File: src/rtl/ov7670_frame_emitter.sv
// Replays a grayscale frame buffer onto an OV7670-style parallel bus (vsync, href, d)
// in YCbCr422 byte order with constant chroma, one byte per pclk.
module ov7670_frame_emitter #(
   parameter int         H_ACTIVE    = 320,
   parameter int         V_ACTIVE    = 240,
   parameter int         H_BLANK     = 144,
   parameter int         VSYNC_LINES = 3,
   parameter int         VBP_LINES   = 17,
   parameter int         VFP_LINES   = 10,
   parameter logic [7:0] CHROMA      = 8'h80
) (
   input  logic        pclk,
   input  logic        reset,
   input  logic        start,
   input  logic        continuous,
   output logic        rd_en,
   output logic [16:0] rd_addr,
   input  logic [7:0]  rd_data,
   output logic        vsync,
   output logic        href,
   output logic [7:0]  d,
   output logic        busy,
   output logic        frame_done,
   output logic [2:0]  dbg_state
);

   typedef enum logic [2:0] {
      S_IDLE   = 3'd0,
      S_VSYNC  = 3'd1,
      S_VBP    = 3'd2,
      S_ACTIVE = 3'd3,
      S_VFP    = 3'd4
   } state_t;

   localparam logic [10:0] COL_LAST = 11'(2 * H_ACTIVE + H_BLANK - 1);
   localparam logic [10:0] COL_PRE  = 11'(2 * H_ACTIVE + H_BLANK - 2);
   localparam logic [10:0] ACT_COLS = 11'(2 * H_ACTIVE);
   localparam logic [10:0] RD_LIM   = 11'(2 * H_ACTIVE - 2);
   localparam logic [8:0]  VS_LAST  = 9'(VSYNC_LINES - 1);
   localparam logic [8:0]  VBP_LAST = 9'(VBP_LINES - 1);
   localparam logic [8:0]  ACT_LAST = 9'(V_ACTIVE - 1);
   localparam logic [8:0]  VFP_LAST = 9'(VFP_LINES - 1);

   // Position registers describe the cycle currently on the bus.
   state_t      state_q, state_d;
   logic [10:0] col_q, col_d;
   logic [8:0]  line_q, line_d;

   logic        vsync_q, vsync_d;
   logic        href_q, href_d;
   logic [7:0]  d_q, d_d;
   logic        rd_en_q, rd_en_d;
   logic [16:0] rd_addr_q, rd_addr_d;
   logic        busy_q, busy_d;
   logic        frame_done_q, frame_done_d;

   logic        eol;
   logic [8:0]  seg_last;
   state_t      seg_next;

   always_comb begin
      state_d  = state_q;
      col_d    = col_q;
      line_d   = line_q;
      eol      = (col_q == COL_LAST);
      seg_last = 9'd0;
      seg_next = S_IDLE;
      case (state_q)
         S_VSYNC:  begin seg_last = VS_LAST;  seg_next = S_VBP;    end
         S_VBP:    begin seg_last = VBP_LAST; seg_next = S_ACTIVE; end
         S_ACTIVE: begin seg_last = ACT_LAST; seg_next = S_VFP;    end
         S_VFP:    begin seg_last = VFP_LAST; seg_next = continuous ? S_VSYNC : S_IDLE; end
         default:  begin seg_last = 9'd0;     seg_next = S_IDLE;   end
      endcase

      if (state_q == S_IDLE) begin
         col_d  = 11'd0;
         line_d = 9'd0;
         if (start) state_d = S_VSYNC;
      end else begin
         col_d = eol ? 11'd0 : col_q + 11'd1;
         if (eol) begin
            if (line_q == seg_last) begin
               line_d  = 9'd0;
               state_d = seg_next;
            end else begin
               line_d = line_q + 9'd1;
            end
         end
      end
   end

   // Outputs are registered from the next position so they line up with the counters.
   // A read is issued two cycles ahead of its Y slot: the pixel at column c+2, or the
   // first pixel of the next active line when sitting at column L-2.
   always_comb begin
      vsync_d      = (state_d == S_VSYNC);
      href_d       = (state_d == S_ACTIVE) && (col_d < ACT_COLS);
      d_d          = 8'h00;
      if (href_d) d_d = col_d[0] ? CHROMA : rd_data;
      rd_en_d      = ((state_d == S_ACTIVE) && !col_d[0] && (col_d < RD_LIM)) ||
                     ((col_d == COL_PRE) &&
                      (((state_d == S_VBP) && (line_d == VBP_LAST)) ||
                       ((state_d == S_ACTIVE) && (line_d != ACT_LAST))));
      busy_d       = (state_d != S_IDLE);
      frame_done_d = (state_d == S_VFP) && (line_d == VFP_LAST) && (col_d == COL_LAST);
      rd_addr_d    = rd_addr_q;
      // The single VBP read is pixel 0; every later read advances, so the last stays in range.
      if ((state_d == S_VSYNC) && (state_q != S_VSYNC)) rd_addr_d = 17'd0;
      else if (rd_en_d && (state_d == S_ACTIVE))        rd_addr_d = rd_addr_q + 17'd1;
   end

   always_ff @(posedge pclk) begin
      if (reset) begin
         state_q      <= S_IDLE;
         col_q        <= 11'd0;
         line_q       <= 9'd0;
         vsync_q      <= 1'b0;
         href_q       <= 1'b0;
         d_q          <= 8'h00;
         rd_en_q      <= 1'b0;
         rd_addr_q    <= 17'd0;
         busy_q       <= 1'b0;
         frame_done_q <= 1'b0;
      end else begin
         state_q      <= state_d;
         col_q        <= col_d;
         line_q       <= line_d;
         vsync_q      <= vsync_d;
         href_q       <= href_d;
         d_q          <= d_d;
         rd_en_q      <= rd_en_d;
         rd_addr_q    <= rd_addr_d;
         busy_q       <= busy_d;
         frame_done_q <= frame_done_d;
      end
   end

   assign vsync      = vsync_q;
   assign href       = href_q;
   assign d          = d_q;
   assign rd_en      = rd_en_q;
   assign rd_addr    = rd_addr_q;
   assign busy       = busy_q;
   assign frame_done = frame_done_q;
   assign dbg_state  = state_q;

endmodule

File: config.mk
export PLATFORM = sky130hd
export DESIGN_NAME = ov7670_frame_emitter
export DESIGN_NICKNAME = d
export VERILOG_FILES = /design/src/rtl/ov7670_frame_emitter.sv
export SDC_FILE = /design/constraint.sdc
export NUM_CORES = 1
export LEC_CHECK = 0
export CAP_MARGIN = 20
export CELL_PAD_IN_SITES_DETAIL_PLACEMENT = 1
export CELL_PAD_IN_SITES_GLOBAL_PLACEMENT = 1
export CORE_UTILIZATION = 41
export CTS_CLUSTER_SIZE = 30
export DETAILED_ROUTE_END_ITERATION = 7
export PLACE_DENSITY = 0.79
export SYNTH_ARGS = -nofsm -noshare
export SYNTH_HDL_FRONTEND = slang
export SYNTH_SLANG_ARGS = --single-unit
File: constraint.sdc
create_clock -name pclk -period 3.8 [get_ports pclk]
set_clock_uncertainty 0.2 [all_clocks]
set_input_delay 0.38 -clock pclk [delete_from_list [all_inputs] [get_ports pclk]]
set_output_delay 0.38 -clock pclk [all_outputs]
set_load 0.02 [all_outputs]
## Word-level counts from Yosys, hierarchy flattened

Index checks and enable logic that the tools add are counted.

| cells by class | value |
|---|---|
| reduce and logical (&&, ||, !) cells | 18 |
| shift operators | 0 |
| bitwise gates (word level) | 1 |
| equality and inequality tests | 16 |
| multiplexer cells | 13 |
| add/subtract/negate cells | 3 |
| order comparisons | 2 |
| multipliers | 0 |
| div/mod/pow operators | 0 |

Operators by type and width:

| operator | number |
|---|---|
| $eq 11x10->1 const B | 3 |
| $pmux 8 s4 | 1 |
| $mux 9 | 3 |
| $lt 11x10->1 const B | 2 |
| $mux 11 | 2 |
| $add 17x1->17 const B | 1 |
| $eq 3x2->1 const B | 4 |
| $mux 3 | 4 |
| $pmux 3 s4 | 1 |
| $add 11x1->11 const B | 1 |
| $logic_and 1x1->1 | 10 |
| $add 9x1->9 const B | 1 |
| $eq 9x4->1 const B | 1 |
| $eq 9x5->1 const B | 1 |
| $eq 9x9->1 | 1 |
| $ne 9x8->1 const B | 1 |
| $mux 8 | 1 |
| $eq 3x1->1 const B | 2 |
| $eq 3x3->1 const B | 2 |
| $reduce_or 2->1 | 2 |
| $logic_not 3->1 | 1 |
| $ne 3x1->1 const B | 1 |
| $reduce_bool 3->1 | 1 |
| $reduce_or 3->1 | 1 |
| 4 further kinds | 5 |

| storage, ports and cells | value |
|---|---|
| bits in latches | 0 |
| register bits | 53 |
| memories | 0 |
| input bits | 12 |
| word-level logic and storage cells | 64 |
| bits in writable memories | 0 |
| ROM bits | 0 |

## Longest topological paths before layout

Gate-level depths: netlist of the first run.

| depth | value |
|---|---|
| depth in word-level cells | 12 |
| mapped depth | 11 |
| mapped depth without buffers | 9 |

## Least setup slack after synthesis of the first run

No wires, ideal clock.

| path | value |
|---|---|
| path type | register to register |
| from | register col_q[1] |
| to | register rd_addr_q[4], in the netlist rd_addr[4] |
| data arrival time | 2.681 ns |
| setup time | 0.120 ns |
| stages on the path, launching flop included | 10 |
| period minus slack after synthesis | 3.001 ns |
| path slack | 0.799 ns |
| buffers on the path | 1 |
| cells stage by stage | dfxtp_1 ha_1 and3_1 clkbuf_1 nand3_1 or4b_4 a211oi_4 o311ai_0 and4_1 or2_1 |

| between the ends | value |
|---|---|
| word-level cells in the longest chain between the ends | 9 |
| elaborated cells between the ends (all ways) | 26 |

Ends and longest elaborated chain:

| element | RTL line | text |
|---|---|---|
| start, declared | 46 | `logic [10:0] col_q, col_d;` |
| start signal, assigned | 127 | `col_q <= col_d;` |
| parallel branches: the longest is 9 deep, another holds $add 11x1->11 | - |  |
| end signal, assigned | 133 | `rd_addr_q <= rd_addr_d;` |
| end, declared | 53 | `logic [16:0] rd_addr_q, rd_addr_d;` |

Parallel ways; which one is timed is not known.
A chain may end at the register's enable or synchronous reset.

## Worst setup path in the final report of the first run

| path | value |
|---|---|
| from | register col_q[1] |
| to | register rd_en_q, in the netlist rd_en |

| between the ends | value |
|---|---|
| word-level cells in the longest chain between the ends | 8 |
| elaborated cells between the ends (all ways) | 22 |

Ends and longest elaborated chain:

| element | RTL line | text |
|---|---|---|
| parallel branches: the longest is 7 deep, another holds $add 11x1->11 | - |  |
| $logic_or 1x1->1 * | 101 | `rd_en_d = ((state_d == S_ACTIVE) && !col_d[0] && (col_d < RD_LIM)) \|\|` |
| end signal, assigned | 132 | `rd_en_q <= rd_en_d;` |
| end, declared | 52 | `logic rd_en_q, rd_en_d;` |

Mark *: on every way between the ends.

==> metrics, run 1 <==
vias per inst=5.99; Worst IR Drop VDD=121 µV; crit path max fanout=7; Routed WL=10.3 mm; Num CTS Buffers=5; initial core utilization=42.6%; FMAX=280 MHz; CP Data Required Time=3.85 ns; Core Footprint=7810 µm²; 1st-iter DRT viols=110; CTS resizes=0; Die X=92.1 µm; startpoint types=register; Hold EP=rd_addr[16]; Post-synth EDFFs=0; RSZ-0062 raised after global routing=no; initial antenna violation count=0; minimum clock period=3.57 ns; post-layout instance area=4020 µm²; Avg Cell Area, Syn=8.28 µm²; Data arrival, critical path=3.62 ns; Synth top area share=31.9%; vias in the first global route=3,277; status=finished clean; Final WS setup=0.233 ns; type of the worst setup path=register to register; Placed Area=3920 µm²; Cells after Synth=402; # setup viols final=0; Layout area overhead=20.8%; Post-CTS Setup Inserts=0; gr usage total=24.6%; Tot Pwr=1.01 mW; drt drc=0; routability cong.=0.862; FF-to-FF Start=col_q[1]; R2R depth=9; row cnt=32; Slew Viols, Final=0; Detail Route Antenna Nets=0; Yosys top cell by area=dfxtp_1; fraction of layout cells with a size suffix above 1=12.7%; Post-synth top flop=dfxtp_1; post-layout instance count excluding filler cells=557; drt wl/cell=18.5 µm; dpl cells=547; max cap viols=0; Layout Utilization=51.5%; Tcrit/Tclk final=93.9%; worst hold path type=register to register; Seq/Total Area, Yosys=31.9%; clock root cell=clkbuf_8; Syn. warnings=0; CTS tree=done; hold path cells=2; reg2reg end=rd_en; hold slack=0.299 ns; clk_lat worst skew=0.32 ns; power per standard cell area=250 nW/µm²; Post-Route Setup TNS=0 ns; Place WS=0.150 ns; Async S/R FF share, synth=0%; Die Y=92.1 µm; most common cell after layout, fill and taps aside=dfxtp_1; post-cts hold buffer count=0; antenna cells=0; Top Ports=45; clock buffer depth=2; DR vias=3,339; Die Area=8480 µm²; Mapped Area=3330 µm²; final hold violations=0; max_slew headroom=52.9%; Area contributors post-synth=dfxtp_1 32%, nand2_1 5.2%, mux2i_1 4.5%; H-tree depth=2; syn nets=417; clock slew at reported path FFs=0.11 ns; library cells used by synthesis=73; TritonRoute pass-1 iters=4; crit end category=register; DP Wirelength=7.80 mm; hold path start=rd_addr[16]; CTS sink count=53; reg-to-reg setup timing slack=0.23 ns; Worst-Margin Slew=0.707 ns; I/O Buffers=44; Net count, final=469; Synth Register Bits=53; GRT overflow=0; first-pass GRT wire length=16.7 mm; most frequent cells in the layout=53 x dfxtp_1, 46 x nand2_1, 44 x clkdlybuf4s50_1; largest net degree at the start of global routing=24; Static Leak=1.35 nW
## state kept, by name, indices dropped and copies added (netlist names)
name,count
rd_addr,17
busy,1
rd_en,1
vsync,1
dbg_state,3
col_q,11
line_q,9
frame_done,1
d,8
href,1
## how the worst max path moves through the flow
stage / start / endpoint / slack, ns / cells past startpoint
finish: col_q[1] / rd_en / 0.23 / 9
global route: col_q[1] / rd_en / 0.04 / 9
CTS: col_q[1] / rd_en / 0.11 / 9
detailed placement: col_q[1] / rd_en / 0.15 / 9
global placement: col_q[1] / rd_en / 0.22 / 9
floorplan: col_q[1] / rd_addr[4] / 0.80 / 9
## critical path, cell delays in order (launching register included)
cell       delay [ns]
dfxtp_1          0.46
ha_1             0.32
nand3_1          0.21
nor3_4           0.29
o211ai_1         0.28
o21ai_2          0.34
nor3b_2          0.35
o2111ai_1        0.24
or4_1            0.62
a21oi_1          0.18
## layer usage
metal	global-route usage, %	part of all wire [%]
met2	43.1	49
met5	0	0
met4	4.17	0.66
met3	3.15	4.4
met1	32.6	46
## kinds of logic (layout without fill, tap and decap cells)
kind of cell / after synthesis / count (layout) / share of synthesized area (%)
mux: 15 / 15 / 4.51
compound gates: 69 / 69 / 17.4
xor+xnor: 13 / 13 / 3.42
buf+inv: 28 / 81 / 4.74
fa+ha+maj: 3 / 3 / 1.13
simple gates: 221 / 221 / 36.9
flops: 53 / 53 / 31.9
## power breakdown
group,switching [mW],internal [mW],total (mW)
Combinational,0.0644,0.0419,0.106
Clock,0.207,0.131,0.338
Sequential,0.00207,0.559,0.561
## cell usage after synthesis, types with 3 or more instances
| cell type | number |
|---|---|
| buf_6 | 6 |
| nor3_1 | 20 |
| o21ai_0 | 8 |
| a211o_1 | 4 |
| nor2_1 | 39 |
| inv_1 | 7 |
| or2_2 | 4 |
| o2bb2ai_1 | 8 |
| xnor2_1 | 9 |
| nand2_1 | 46 |
| nand4_1 | 15 |
| xor2_1 | 4 |
| buf_2 | 3 |
| mux2i_1 | 15 |
| and2_1 | 10 |
| nor3b_1 | 6 |
| nor4_1 | 7 |
| or3_1 | 11 |
| nand3b_1 | 3 |
| a21oi_1 | 9 |
| and3_1 | 8 |
| o211ai_1 | 3 |
| ha_1 | 3 |
| or4_1 | 3 |
| clkbuf_1 | 10 |
| nand2b_1 | 5 |
| o311ai_0 | 4 |
| nand3_1 | 18 |
| nor2b_1 | 5 |
| o21a_1 | 6 |
| dfxtp_1 | 53 |
## final cells by class
class	instances	area (µm²)
Clock buffer	5	68.8
Timing Repair Buffer	66	606
Clock inverter	3	21.3
Tap cell	102	128
Fill cell	937	3790
Multi-Input combinational cell	321	2110
Inverter	7	26.3
Sequential cell	53	1060
No activity file was read; power rests on OpenSTA's default activity.
==> run 2, diff against run 1 <==
--- a/config.mk
+++ b/config.mk
@@ -8,10 +8,10 @@
 export CAP_MARGIN = 20
 export CELL_PAD_IN_SITES_DETAIL_PLACEMENT = 1
 export CELL_PAD_IN_SITES_GLOBAL_PLACEMENT = 1
-export CORE_UTILIZATION = 41
+export CORE_UTILIZATION = 30
 export CTS_CLUSTER_SIZE = 30
 export DETAILED_ROUTE_END_ITERATION = 7
-export PLACE_DENSITY = 0.79
+export PLACE_DENSITY = 0.6
 export SYNTH_ARGS = -nofsm -noshare
 export SYNTH_HDL_FRONTEND = slang
 export SYNTH_SLANG_ARGS = --single-unit
==> metrics, run 2 (synthesis gave the netlist of run 1 again) <==
Routed WL=9.95 mm (-3.5%); Top Ports=45 (unchanged); I/O Buffers=44 (unchanged); Static Leak=1.33 nW (-1.3%); startpoint types=register; delay-heaviest family, CP=compound AO/OA/AOI/OAI gates; crit path max fanout=11 (+4); drt drc=0 (unchanged); CP Data Required Time=3.81 ns (-0.04 ns); Buf/Inv on CP=0 (unchanged); Net count, final=462 (-1.5%); H-tree depth=2 (unchanged); Worst-Margin Slew=0.735 ns (+0.0283 ns); most common cell after layout, fill and taps aside=dfxtp_1; DR vias=3,196 (-4.3%); status=finished clean; post-cts hold buffer count=0 (unchanged); max cap viols=0 (unchanged); 1st-iter DRT viols=92 (-16%); Slew Viols, Final=0 (unchanged); antenna cells=0 (unchanged); Post-CTS Setup Inserts=0 (unchanged); fraction of layout cells with a size suffix above 1=11.2% (-1.6 points); Place WS=0.274 ns (+0.124 ns); routability cong.=0.888 (+3.0%); Layout area overhead=21.4%; initial antenna violation count=0 (unchanged); max reg flops=17 (unchanged); Die X=107 µm (+17%); clock buffer depth=2 (unchanged); vias per inst=5.44 (-9.3%); gr usage total=18.0% (-6.6 points); Final WS setup=0.283 ns (+0.0497 ns); initial core utilization=30.7% (-12 points); Data arrival, critical path=3.53 ns (-0.09 ns); Tcrit/Tclk final=92.5% (-1.3 points); clock root cell=clkbuf_8; largest net degree at the start of global routing=24 (unchanged); clk_lat worst skew=0.31 ns (about the same); Die Area=11,500 µm² (+36%); Critical Path, Cell by Cell=ha_1, nand3_1, nor3_4, o211ai_1, o221a_2, o221ai_2, o311ai_0, and4_1, or2_1; Num CTS Buffers=5 (unchanged); Die Y=107 µm (+17%); max_slew headroom=51.0% (-1.9 points); most frequent cells in the layout=53 x dfxtp_1, 46 x nand2_1, 44 x clkdlybuf4s50_1; final hold violations=0 (unchanged); CP peak stage delay=0.55 ns (-0.07 ns); FMAX=284 MHz (+1.4%); CTS resizes=0 (unchanged); power per standard cell area=267 nW/µm² (+6.8%); Post-Route Setup TNS=0 ns (unchanged); CTS sink count=53 (unchanged); Tot Pwr=1.08 mW (+7.3%); reg-to-reg setup timing slack=0.28 ns (+0.05 ns); minimum clock period=3.52 ns (-0.0497 ns); RSZ-0062 raised after global routing=no; Core Footprint=10,800 µm² (+39%); row cnt=38 (+19%); first-pass GRT wire length=16.2 mm (-2.9%); clock slew at reported path FFs=0.10 ns (about the same); Detail Route Antenna Nets=0 (unchanged); Worst IR Drop VDD=119 µV (-1.4%); drt wl/cell=16.9 µm (-8.6%); vias in the first global route=3,158 (-3.6%); # setup viols final=0 (unchanged); crit end category=register; worst hold path type=register to register; slowest CP cell=dfxtp_1; type of the worst setup path=register to register; CTS tree=done; TritonRoute pass-1 iters=4 (unchanged); GRT overflow=0 (unchanged); DP Wirelength=7.54 mm (-3.3%)
## run 2: cell type report
type	instances	area, µm²
clock buffers	7	86.3
clock inverters	1	30.0
fillers	1316	6800
inverters	7	26.3
multi-input cells	321	2110
flip-flops and latches	53	1060
well taps	140	175
repair buffers	59	553
## run 2: worst paths after layout
path,startpoint,end,depth (start not counted)
max reg2reg,col_q[0],rd_addr[4],9
min reg2reg,rd_addr[16],rd_addr[16],2
min,rd_addr[16],rd_addr[16],2
max,col_q[0],rd_addr[4],9
## run 2: layer usage
layer	wire (µm)	vias up	track usage, %
li1	-	1581	-
met1	4790	1545	22.9
met2	4610	56	30.5
met3	318	14	2.85
met4	234	0	6.46
met5	0	-	0
## run 2: tightest hold or removal path, delay by kind of cell, from the launching register on
kind,cells,cell delay (ns)
AND/OR/NAND/NOR,1,0.06
multiplexers,1,0.06
flip-flops,1,0.34
## run 2: power breakdown
group / total [mW] / internal (mW) / switching [mW]
Sequential: 0.566 / 0.559 / 0.00654
Clock: 0.412 / 0.215 / 0.196
Combinational: 0.102 / 0.0433 / 0.0591
Total: 1.08 / 0.818 / 0.262
## run 2: metrics by stage
step	cells	cell area (µm²)	utilization [%]	hold slack (ns)
final	588	4040	37.3	0.288
after global routing	588	4040	37.3	0.312
after CTS	588	4040	37.3	0.293
after detailed placement	580	3930	36.2	0.277
after global placement	580	3930	36.2	0.263
after floorplan	402	3330	-	0.302
==> run 3, diff against run 2 <==
--- a/config.mk
+++ b/config.mk
@@ -6,12 +6,10 @@
 export NUM_CORES = 1
 export LEC_CHECK = 0
 export CAP_MARGIN = 20
-export CELL_PAD_IN_SITES_DETAIL_PLACEMENT = 1
-export CELL_PAD_IN_SITES_GLOBAL_PLACEMENT = 1
 export CORE_UTILIZATION = 30
 export CTS_CLUSTER_SIZE = 30
 export DETAILED_ROUTE_END_ITERATION = 7
-export PLACE_DENSITY = 0.6
+export PLACE_DENSITY = 0.48
 export SYNTH_ARGS = -nofsm -noshare
 export SYNTH_HDL_FRONTEND = slang
 export SYNTH_SLANG_ARGS = --single-unit
==> metrics, run 3 (synthesis gave the netlist of run 1 again) <==
switching share of power=27.3% (+3.1 points); Clock power frac=34.1% (-4.0 points); Post-Route Setup TNS=0 ns (unchanged); Switch Pwr=0.276 mW (+5.5%); vias per inst=5.36 (-1.4%); post-cts hold buffer count=0 (unchanged); Static Leak=1.32 nW (-0.59%); drt drc=0 (unchanged); I/O Buffers=44 (unchanged); first-pass GRT wire length=15.2 mm (-6.2%); Die Area=11,500 µm² (unchanged); Die X=107 µm (unchanged); CTS sink count=53 (unchanged); register share of total power=56.0% (+3.6 points); Buf/Inv on CP=0 (unchanged); CTS tree=done; gr usage total=16.9% (-1.1 points); crit path max fanout=11 (unchanged); max_slew headroom=48.6% (-2.4 points); Post-CTS Setup Inserts=0 (unchanged); row cnt=38 (unchanged); delay-heaviest family, CP=simple AND/OR/NAND/NOR gates; Num CTS Buffers=5 (unchanged); Multi-input gate area=2110 µm² (unchanged); Worst IR Drop VDD=145 µV (+21%); met2 wire length=3.98 mm (-14%); FF/Latch Area=1060 µm² (unchanged); clock slew at reported path FFs=0.11 ns (about the same); drt wl/cell=15.8 µm (-6.9%); power per standard cell area=251 nW/µm² (-6.0%); startpoint types=register; Worst-Margin Slew=0.771 ns (+0.0356 ns); initial core utilization=30.7% (unchanged); Gate power share=9.9% (+0.4 points); DR vias=3,157 (-1.2%); FF-to-FF Start=col_q[0]; antenna cells=0 (unchanged); FMAX=281 MHz (-1.1%); GRT overflow=0 (unchanged); post-layout instance area=4030 µm² (-0.37%); Crit. Startpoint=col_q[0]; Top Ports=45 (unchanged); Place WS=0.274 ns (-0.000184 ns); H-tree depth=2 (unchanged); post-layout instance count excluding filler cells=589 (+0.17%); clock buffer depth=2 (unchanged); max reg flops=17 (unchanged); routability cong.=0.853 (-4.0%); top sig layer=met4; dpl cells=581 (+0.17%); RSZ-0062 raised after global routing=no; CP peak stage delay=0.63 ns (+0.08 ns); TritonRoute pass-1 iters=4 (unchanged); status=finished clean; Metal-1 WL=4.52 mm (-5.6%); largest net degree at the start of global routing=24 (unchanged); final hold violations=0 (unchanged); # setup viols final=0 (unchanged); Routed WL=9.28 mm (-6.7%); Data arrival, critical path=3.61 ns (+0.08 ns); Final WS setup=0.245 ns (-0.0386 ns); CP Data Required Time=3.85 ns (+0.04 ns); worst hold path type=register to register; worst setup path endpoint=rd_en; clk_lat worst skew=0.32 ns (about the same); FILL cells=1,143 (-13%); type of the worst setup path=register to register; max cap viols=0 (unchanged); DP Wirelength=6.83 mm (-9.4%); Die Y=107 µm (unchanged); reg2reg end=rd_en; routed wl met3=502 µm (+58%); Placed Area=3930 µm² (+0.19%); slowest CP cell=or4_1; Net count, final=463 (+0.22%); most common cell after layout, fill and taps aside=dfxtp_1; crit end category=register; minimum clock period=3.56 ns (+0.0386 ns); cell internal pwr=0.735 mW (-10%); fraction of layout cells with a size suffix above 1=11.6% (+0.42 points); Core Footprint=10,800 µm² (unchanged); most frequent cells in the layout=53 x dfxtp_1, 46 x nand2_1, 44 x clkdlybuf4s50_1; 1st-iter DRT viols=208 (+130%); critical path depth in cells=9 (unchanged); CTS resizes=0 (unchanged); clock root cell=clkbuf_8; Detail Route Antenna Nets=0 (unchanged); Layout Utilization=37.1% (-0.14 points); vias in the first global route=2,992 (-5.3%); R2R depth=9 (unchanged); reg-to-reg setup timing slack=0.24 ns (-0.04 ns); Layout area overhead=21.0%; Critical Path, Cell by Cell=ha_1, nand3_1, nor3_4, o211ai_1, o21ai_2, nor3b_2, o2111ai_1, or4_1, a21oi_1; initial antenna violation count=0 (unchanged); Slew Viols, Final=0 (unchanged); Tcrit/Tclk final=93.6% (+1.0 points)
==> run 3: cell type report <==
class	instances	share of cell area [%]
clock inverter	3	0.622
timing repair buffer	60	13.9
clock buffer	5	1.71
tap	140	4.35
multi-input combinational	321	52.4
inverter	7	0.653
sequential	53	26.4
==> run 3: power groups by stage <==
| stage | clock [mW] | sequential, mW | combinational, mW |
|---|---|---|---|
| 2_1_floorplan | 0 | 0.579 | 0.0561 |
| 3_3_place_gp | 0 | 0.580 | 0.101 |
| 3_5_place_dp | 0 | 0.580 | 0.100 |
| 4_1_cts | 0.362 | 0.567 | 0.101 |
| 5_1_grt | 0.382 | 0.568 | 0.110 |
| 6_report | 0.345 | 0.567 | 0.100 |
==> run 3: how the worst min path moves through the flow <==
stage	slack, ns	to	cells after the start	startpoint
2_1_floorplan	0.30	d[0]	1	rd_data[0]
3_3_place_gp	0.26	rd_addr[16]	2	rd_addr[16]
3_5_place_dp	0.27	rd_addr[16]	2	rd_addr[16]
4_1_cts	0.30	rd_addr[16]	2	rd_addr[16]
5_1_grt	0.31	rd_addr[16]	2	rd_addr[16]
6_report	0.29	rd_addr[16]	2	rd_addr[16]
==> run 3: per-stage QoR <==
stage | total power [mW] | hold slack, ns
floorplan | 0.635 | 0.302
global placement | 0.681 | 0.265
detailed placement | 0.680 | 0.274
CTS | 1.03 | 0.295
global route | 1.06 | 0.309
finish | 1.01 | 0.291
==> run 3: per-layer routing <==
layer / vias to the layer above / track usage, %
met2: 95 / 26.5
met4: 0 / 6.95
met5: - / 0
li1: 1579 / -
met1: 1461 / 22.4
met3: 22 / 3.63
==> run 3: worst register-to-register path, delay by kind of cell, from the launching register on <==
| kind | cells | cell delay, ns |
|---|---|---|
| AO/OA/AOI/OAI | 4 | 1.04 |
| adder cells (fa/ha/maj) | 1 | 0.32 |
| flip-flops | 1 | 0.53 |
| AND/OR/NAND/NOR | 4 | 1.41 |
